===== src/rtl/ibuf_debounce_counter.sv =====
// ibuf_debounce_counter
//   The pad jc1 goes through an inferred input buffer, a SYNC_STAGES-deep
//   synchronizer, a DEBOUNCE_CYCLES debouncer and an edge detector.
//   Accepted rising edges are counted onto led.
//
//   Optional feature macro: IBUF_DEBOUNCE_COUNT_FALL_EN
//     defined   : fall pulses are generated and led counts rises and falls
//     undefined : fall is tied to 0 and only rises are counted
//
//   Every output comes from a flop, so there is no combinational path from
//   jc1 to any output. Reset is synchronous and active-high, and it overrides
//   every other action.
module ibuf_debounce_counter #(
  parameter int SYNC_STAGES     = 2,
  parameter int DEBOUNCE_CYCLES = 4,
  parameter int CNT_W           = 4
) (
  input  logic             clk,
  input  logic             rst,
  input  logic             jc1,
  output logic             level,
  output logic             rise,
  output logic             fall,
  output logic [CNT_W-1:0] led
);

  // The debounce counter only has to reach DEBOUNCE_CYCLES-1.
  // The extra bit keeps the width at least 1 when DEBOUNCE_CYCLES is 1.
  localparam int DW = $clog2(DEBOUNCE_CYCLES) + 1;
  localparam logic [DW-1:0] DLAST = DW'(DEBOUNCE_CYCLES - 1);

  // Stop elaboration when a parameter value would break the pipeline.
  if (SYNC_STAGES < 2) begin : g_bad_sync
    $error("ibuf_debounce_counter: SYNC_STAGES must be >= 2");
  end
  if (DEBOUNCE_CYCLES < 1) begin : g_bad_deb
    $error("ibuf_debounce_counter: DEBOUNCE_CYCLES must be >= 1");
  end
  if (CNT_W < 1) begin : g_bad_cnt
    $error("ibuf_debounce_counter: CNT_W must be >= 1");
  end

  logic [SYNC_STAGES-1:0] sync;
  logic                   sync_out;
  logic [DW-1:0]          dcnt;
  logic                   accept;

  assign sync_out = sync[SYNC_STAGES-1];

  // The new value has held for long enough and is committed on this edge.
  assign accept = (sync_out != level) && (dcnt == DLAST);

  // Synchronizer chain: sync[0] samples the pad and each stage copies the one before.
  always_ff @(posedge clk) begin
    if (rst) begin
      sync <= '0;
    end else begin
      sync <= {sync[SYNC_STAGES-2:0], jc1};
    end
  end

  // Debounce counter: count while sync_out differs from level, and clear
  // when they agree or when the new value is accepted.
  always_ff @(posedge clk) begin
    if (rst) begin
      dcnt <= '0;
    end else if (sync_out == level) begin
      dcnt <= '0;
    end else if (accept) begin
      dcnt <= '0;
    end else begin
      dcnt <= dcnt + DW'(1);
    end
  end

  // Debounced level: it takes the synchronized value only when that value is accepted.
  always_ff @(posedge clk) begin
    if (rst) begin
      level <= 1'b0;
    end else if (accept) begin
      level <= sync_out;
    end
  end

  // Rising-edge pulse: one cycle, on the same edge that level goes from 0 to 1.
  always_ff @(posedge clk) begin
    if (rst) begin
      rise <= 1'b0;
    end else begin
      rise <= accept && sync_out;
    end
  end

`ifdef IBUF_DEBOUNCE_COUNT_FALL_EN
  logic fall_q;

  // Falling-edge pulse: one cycle, on the same edge that level goes from 1 to 0.
  always_ff @(posedge clk) begin
    if (rst) begin
      fall_q <= 1'b0;
    end else begin
      fall_q <= accept && !sync_out;
    end
  end

  assign fall = fall_q;

  // Event counter: counts accepted transitions in both directions and wraps.
  always_ff @(posedge clk) begin
    if (rst) begin
      led <= '0;
    end else if (accept) begin
      led <= led + CNT_W'(1);
    end
  end
`else
  // Falling transitions still update level, but no fall pulse exists.
  assign fall = 1'b0;

  // Event counter: counts accepted rising transitions and wraps.
  always_ff @(posedge clk) begin
    if (rst) begin
      led <= '0;
    end else if (accept && sync_out) begin
      led <= led + CNT_W'(1);
    end
  end
`endif

endmodule


===== config.mk =====
export PLATFORM = sky130hd
export DESIGN_NAME = ibuf_debounce_counter
export DESIGN_NICKNAME = d
export VERILOG_FILES = /design/src/rtl/ibuf_debounce_counter.sv
export SDC_FILE = /design/constraint.sdc
export NUM_CORES = 1
export LEC_CHECK = 0
export CAP_MARGIN = 20
export CORE_AREA = 2 2 39 41
export CTS_CLUSTER_SIZE = 28
export DETAILED_ROUTE_END_ITERATION = 12
export DIE_AREA = 0 0 41 43
export PLACE_DENSITY = 0.6
export REMOVE_ABC_BUFFERS = 1
export SLEW_MARGIN = 20
export SYNTH_ARGS = -nofsm -noshare
export SYNTH_HDL_FRONTEND = slang
export SYNTH_SLANG_ARGS = --single-unit

===== constraint.sdc =====
create_clock -name clk -period 1.4 [get_ports clk]
set_input_delay 0.21 -clock clk [delete_from_list [all_inputs] [get_ports clk]]
set_output_delay 0.21 -clock clk [all_outputs]
set_load 0.03 [all_outputs]

; ---- After elaboration in Yosys (flattened, before gate mapping)
; Index checks and enable logic that the tools add are counted.
[op_classes]
n_addsub = 2
eq_ne = 3
n_reduce_logical = 3
[ops]
columns = op, n
row1 = $add 4x1->4 const B, 1
row2 = $add 3x1->3 const B, 1
row3 = $eq 3x2->1 const B, 1
row4 = $reduce_or 3->1, 1
row5 = $logic_and 1x1->1, 2
row6 = $eq 1x1->1, 1
row7 = $ne 1x1->1, 1
[word_totals]
ff_bits = 11
inputBits = 3
output_inout_bits = 7

; ---- Logic depth before layout (Yosys ltp)
; Gate-level depths: netlist (run 1).
[depth]
word_depth = 3
depth_mapped = 5

; ---- Worst setup path after synthesis (run 1)
; OpenSTA, ideal clock, no wires.
[synth_timing]
path_type = reg2reg
from = reg dcnt[0]
to = reg led[3]
t_arrival_ns = 1.266
t_required_ns = 1.330
setup_slack_ns = 0.064
path_stages_with_launch = 6
synth_period_minus_slack_ns = 1.336
path_cell_list = dfxtp_1 > ha_1 > ha_1 > nand3b_4 > or3_1 > a21oi_1
[synth_between]
elab_chain_cells = 3
[synth_rtl]
columns = element, line_no
row1 = from (decl), 45  ; logic [DW-1:0] dcnt;
row2 = from (signal assigned), 72  ; dcnt <= dcnt + DW'(1);
row3 = $eq 3x2->1, 51  ; assign accept = (sync_out != level) && (dcnt == DLAST);
row4 = $logic_and 1x1->1, 51
row5 = $logic_and 1x1->1, 124  ; end else if (accept && sync_out) begin
row6 = to (signal assigned), 125  ; led <= led + CNT_W'(1);
row7 = to (decl), 24  ; output logic [CNT_W-1:0] led
; Every way passes these cells.
; A chain may end at the register's enable or synchronous reset.

; ---- Worst setup path in the final report (run 1)
; Ends and elaborated chain as after synthesis.

==> results of run 1 <==
-- critical path: cells and delay by family, from the launching register on --
family                     cells  cell delay, ps
and+or+nand+nor                2             410
adders and majority gates      2             340
AOI/OAI and AO/OA              1             130
DFF                            1             330
-- flip-flops by register name, summed over array words and instances (netlist names) --
signal  cells
dcnt        3
led         4
level       1
rise        1
sync        2
-- stage by stage --
stage / setup slack, ps / cells / power (mW) / util
6_report: 117 / 71 / 0.545 / 0.416
5_1_grt: 7.43 / 71 / 0.584 / 0.416
4_1_cts: 60.5 / 71 / 0.559 / 0.407
3_5_place_dp: 83.4 / 67 / 0.346 / 0.393
3_3_place_gp: 82.6 / 67 / 0.345 / 0.393
2_1_floorplan: 64.8 / 39 / 0.334 / -
-- placed cells by master (no fill, tap or decap) --
cell and n:
dfxtp_1 11, nor2_1 8, dlygate4sd2_1 6, buf_4 4
clkbuf_4 3, inv_1 2, nor2b_1 2, xor2_1 2
mux2i_1 2, or3_1 2, ha_1 2, clkdlybuf4s50_1 2
nand4b_1 1, nand3b_4 1, xnor2_1 1, nand3_1 1
o21ai_1 1, a21oi_1 1, ha_4 1, conb_1 1
clkbuf_1 1
-- kinds of logic after synthesis --
kind of cell / after synthesis / share of synthesized area
fa+ha+maj: 3 / 0.0882
other cells: 1 / 0.00882
xor+xnor: 3 / 0.0618
simple gates: 15 / 0.209
flops: 11 / 0.518
mux: 2 / 0.0471
buf+inv: 4 / 0.0441
compound gates: 2 / 0.0235
-- power groups by stage --
stage          Clock [mW]  Sequential (mW)  Combinational, mW
2_1_floorplan           0            0.326            0.00792
3_3_place_gp            0            0.326             0.0193
3_5_place_dp            0            0.326             0.0194
4_1_cts             0.221            0.319             0.0194
5_1_grt             0.244            0.319             0.0212
6_report            0.207            0.319             0.0190
-- path summary, 6_finish.rpt --
check / cells past startpoint / to / slack [ps] / start
min: 1 / dcnt[0]$_SDFF_PP0_ / 420 / dcnt[0]$_SDFF_PP0_
max: 5 / led[3]$_SDFFE_PP0P_ / 120 / dcnt[0]$_SDFF_PP0_
min reg2reg: 1 / dcnt[0]$_SDFF_PP0_ / 420 / dcnt[0]$_SDFF_PP0_
max reg2reg: 5 / led[3]$_SDFFE_PP0P_ / 120 / dcnt[0]$_SDFF_PP0_
-- layout make-up --
| cell class | count | share of cell area |
|---|---|---|
| Inverter | 2 | 0.0130 |
| Timing Repair Buffer | 12 | 0.178 |
| Clock buffer | 4 | 0.0457 |
| Multi-Input combinational cell | 26 | 0.346 |
| Sequential cell | 11 | 0.383 |
| Tap cell | 16 | 0.0348 |
-- layer usage --
layer / track usage / vias up / routed length (um)
li1: - / 160 / -
met1: 0.104 / 134 / 252
met2: 0.128 / 9 / 293
met3: 0.0942 / 2 / 52
met4: 0.0600 / 0 / 14
met5: 0 / - / 0
==> out/results.ini, run 1 <==
[status]
outcome = completed

[power]
switchingPower_mw = 0.108
p_leak_nw = 0.294
powerDensity_mw_per_mm2 = 946
p_clk_frac = 0.380
p_sw_frac = 0.199
intPower_mw = 0.436
pwr-share-seq = 0.585
p_comb_frac = 0.035
ir_drop_uv = 600

[clock_tree]
cts_resized = 6
cts_buffers = 3
cts-hold-fix-buffers = 0
clock_sinks = 11
htreeDepth = 1
clock_tree.root_cell = clkbuf_4
cts_tree = done
path_clk_slew_ps = 60
clockBufferDepth = 2
clk_latency_ps = 260
postCtsSetupBuffers = 0

[setup_path]
critPathMaxStageDelay_ps = 340
crit_fanout = 3
crit_chain = ha_1 -> ha_4 -> nand3b_4 -> or3_1 -> a21oi_1
critPathSlowestCell = or3_1
worstSetupStartpointType = flop
cp_data_arrival_time_ps = 1480
endpoint_kind = flop
crit_type = flop to flop
crit_required_ps = 1600

[synth]
yosys_warnings = 0
syn_inst = 41
synth.area.top_cells = dfxtp_1, ha_1, nor2_1
synth_top_area_cell = dfxtp_1
synth_edf_count = 0
ys_seq_area_frac = 0.518
ys_ff_latch = 11
async_flop_share = 0
synth_area_um2 = 425
synth.distinct_cells = 17
synth_top_area_frac = 0.518
yosys_most_used_dff = dfxtp_1
synth.most_common_cell = dfxtp_1
synth_common_cells = dfxtp_1, nor2_1, ha_1
avgSynthCellArea_um2 = 10.4

[hold_path]
hp-class = flop to flop

[grt]
gr-usage-all-layers = 0.101
gr-total-overflow = 0
grt_pass1_vias = 269
grt_first_pass_wirelength_mm = 1.07
antenna_found_initial = 0
grt_max_degree = 9

[route]
drt_drc_violations_left = 0
drt-total-wl_um = 613
first_iter_violations = 0
viasPerCell = 4.30
firstDrtPassIters = 1
avgRoutedWirePerCell_um = 8.63
dr_total_vias = 305
antenna_left = 0

[finish]
drive_above_1_share = 0.164
fillerInstances = 143
multiInputGateArea_um2 = 199
seqCellArea_um2 = 220
final_nets = 62
finish.instance_area_um2 = 576
syn_to_final_growth_pct = 35.3
diodes = 0

[placed_design]
postPlaceCellArea_um2 = 544
portBuffers = 8
gp_congestion = 0.747
hpwlAfterDp_um = 461

[sta]
min_period_ps = 1280
grt_setup_unrepaired = no
fmax_mhz = 779
hold_violations = 0
hold_ws_ps = 419
finalCritPeriodShare = 0.916
finalMaxSlewViolations = 0
fin_setup_tns_ps = 0
finClkSkew_ps = 2.65
setup_viol = 0

[floorplanning]
io_pins = 10
die_w_um = 41
start_util = 0.307
row_count = 14
die_y_um = 43
core-area_mm2 = 0.00138
die_area_mm2 = 0.00176

[job]
cap_violations = 0

No activity file was read; power rests on OpenSTA's default activity.
==> run 2, diff against run 1 <==
Settings changed: CTS_CLUSTER_SIZE 28 to not set.
==> results of run 2 <==
Same layout as run 1: the final DEF is identical, and so are final timing and power.
==> run 3, diff against run 2 <==
Settings changed: PLACE_DENSITY 0.6 to 0.58.
Clock period 1.4 ns to 1.6 ns, I/O delays scaled along.
==> out/results.ini, run 3 (synthesis gave the netlist of run 1 again) <==
[finish]
syn_to_final_growth_pct = 29.1
drive_above_1_share = 0.0962
diodes = 0
largest_register = led
final_cell_mix = dfxtp_1, nor2_1, clkdlybuf4s50_1
finish.instance_area_um2 = 549
multiInputGateArea_um2 = 186
fin_util = 0.397
final_cells = 68
top_regs = led x4, dcnt x3, sync x2
fillerInstances = 151
layout_commonest_cell = dfxtp_1
seqCellArea_um2 = 220
largest_reg_flops = 4
final_nets = 59

[clock_tree]
clockBufferDepth = 2
path_clk_slew_ps = 70
cts_tree = done
clock_tree.root_cell = clkbuf_4
htreeDepth = 1
cts-hold-fix-buffers = 0
clk_latency_ps = 260
postCtsSetupBuffers = 0
cts_buffers = 3
clock_sinks = 11

[grt]
use_met3 = 0.0314
grt_max_degree = 9
use_met1 = 0.111
gr-usage-all-layers = 0.0897
busiest_layer = met2
antenna_found_initial = 0
use_met2 = 0.116
gr-total-overflow = 0
grt_first_pass_wirelength_mm = 1.01
grt_pass1_vias = 240

[floorplanning]
io_pins = 10
die_w_um = 41
row_count = 14
start_util = 0.307
core-area_mm2 = 0.00138
die_area_mm2 = 0.00176
die_y_um = 43

[power]
intPower_mw = 0.381
p_sw_frac = 0.201
finalPower_mw = 0.477
ir_drop_uv = 510
pwr-share-seq = 0.584
p_clk_frac = 0.380
p_leak_nw = 0.272
switchingPower_mw = 0.0959
powerDensity_mw_per_mm2 = 869
p_comb_frac = 0.035

[sta]
setup_viol = 0
fin_setup_tns_ps = 0
finClkSkew_ps = 2.49
fmax_mhz = 645
min_period_ps = 1550
grt_setup_unrepaired = no
hold_violations = 0
finalCritPeriodShare = 0.969
finalMaxSlewViolations = 0

[route]
viasPerCell = 4.06
drt-total-wl_um = 619
firstDrtPassIters = 2
first_iter_violations = 2
drt_drc_violations_left = 0
antenna_left = 0
avgRoutedWirePerCell_um = 9.10
dr_total_vias = 276

[setup_path]
worstSetupStartpointType = flop
cp_data_arrival_time_ps = 1310
crit_buf_inv = 1
critPathSlowestCell = clkdlybuf4s50_1
endpoint_kind = output port
crit_type = flop to output port
crit_fanout = 3
cpLargestDelayFamily = buffers and inverters
crit_chain = clkdlybuf4s50_1
crit_required_ps = 1360
rrSetupSlack_ps = 170
critPathMaxStageDelay_ps = 690

[status]
outcome = completed

[placed_design]
place_inst = 64
gp_congestion = 0.696
portBuffers = 8
postPlaceCellArea_um2 = 522

[hold_path]
hp-class = flop to flop

[job]
cap_violations = 0

-- run 3: cell types whose count changed in the layout (fill, tap and decap cells not counted) --
cell	delta
dlygate4sd2_1	-5
clkdlybuf4s50_1	+4
buf_4	-3
dlymetal6s2s_1	+1
ha_1	+1
ha_4	-1
o21ai_0	+1
o21ai_1	-1
-- run 3: layout make-up --
cell class / count / share of cell area
multi-input combinational: 26 / 0.339
sequential: 11 / 0.401
timing repair buffer: 9 / 0.162
clock buffer: 4 / 0.0478
inverter: 2 / 0.0137
tap: 16 / 0.0364
-- run 3: timing repair --
item,in CTS,in global routing
setup endpoints to repair,1,1
gates cloned,0,0
gates resized for setup,1,1
-- run 3: path summary, 6_finish.rpt --
path,startpoint,end,depth (start not counted)
worst max-delay path,led[2]$_SDFFE_PP0P_,led[2],1
worst min-delay path,dcnt[0]$_SDFF_PP0_,dcnt[0]$_SDFF_PP0_,1
worst max register to register,dcnt[0]$_SDFF_PP0_,led[3]$_SDFFE_PP0P_,5
worst min register to register,dcnt[0]$_SDFF_PP0_,dcnt[0]$_SDFF_PP0_,1
-- run 3: metal layers --
layer	share of wire	up-vias	wire, um
met2	0.47	4	288
li1	-	153	-
met3	0.024	2	15
met5	0	-	0
met1	0.49	117	303
met4	0.019	0	12
-- run 3: power groups by stage --
stage	clock network [mW]	logic, mW	registers (mW)
6_report	0.182	0.0168	0.279
5_1_grt	0.205	0.0186	0.279
4_1_cts	0.194	0.0173	0.279
3_5_place_dp	0	0.0173	0.285
3_3_place_gp	0	0.0169	0.285
2_1_floorplan	0	0.00693	0.285
-- run 3: stage by stage --
| step | hold WS [ps] | setup slack, ps |
|---|---|---|
| finish | 425 | 50.3 |
| global route | 445 | 0.135 |
| CTS | 436 | 8.75 |
| detailed placement | 426 | 180 |
| global placement | 408 | 190 |
| floorplan | 309 | 265 |
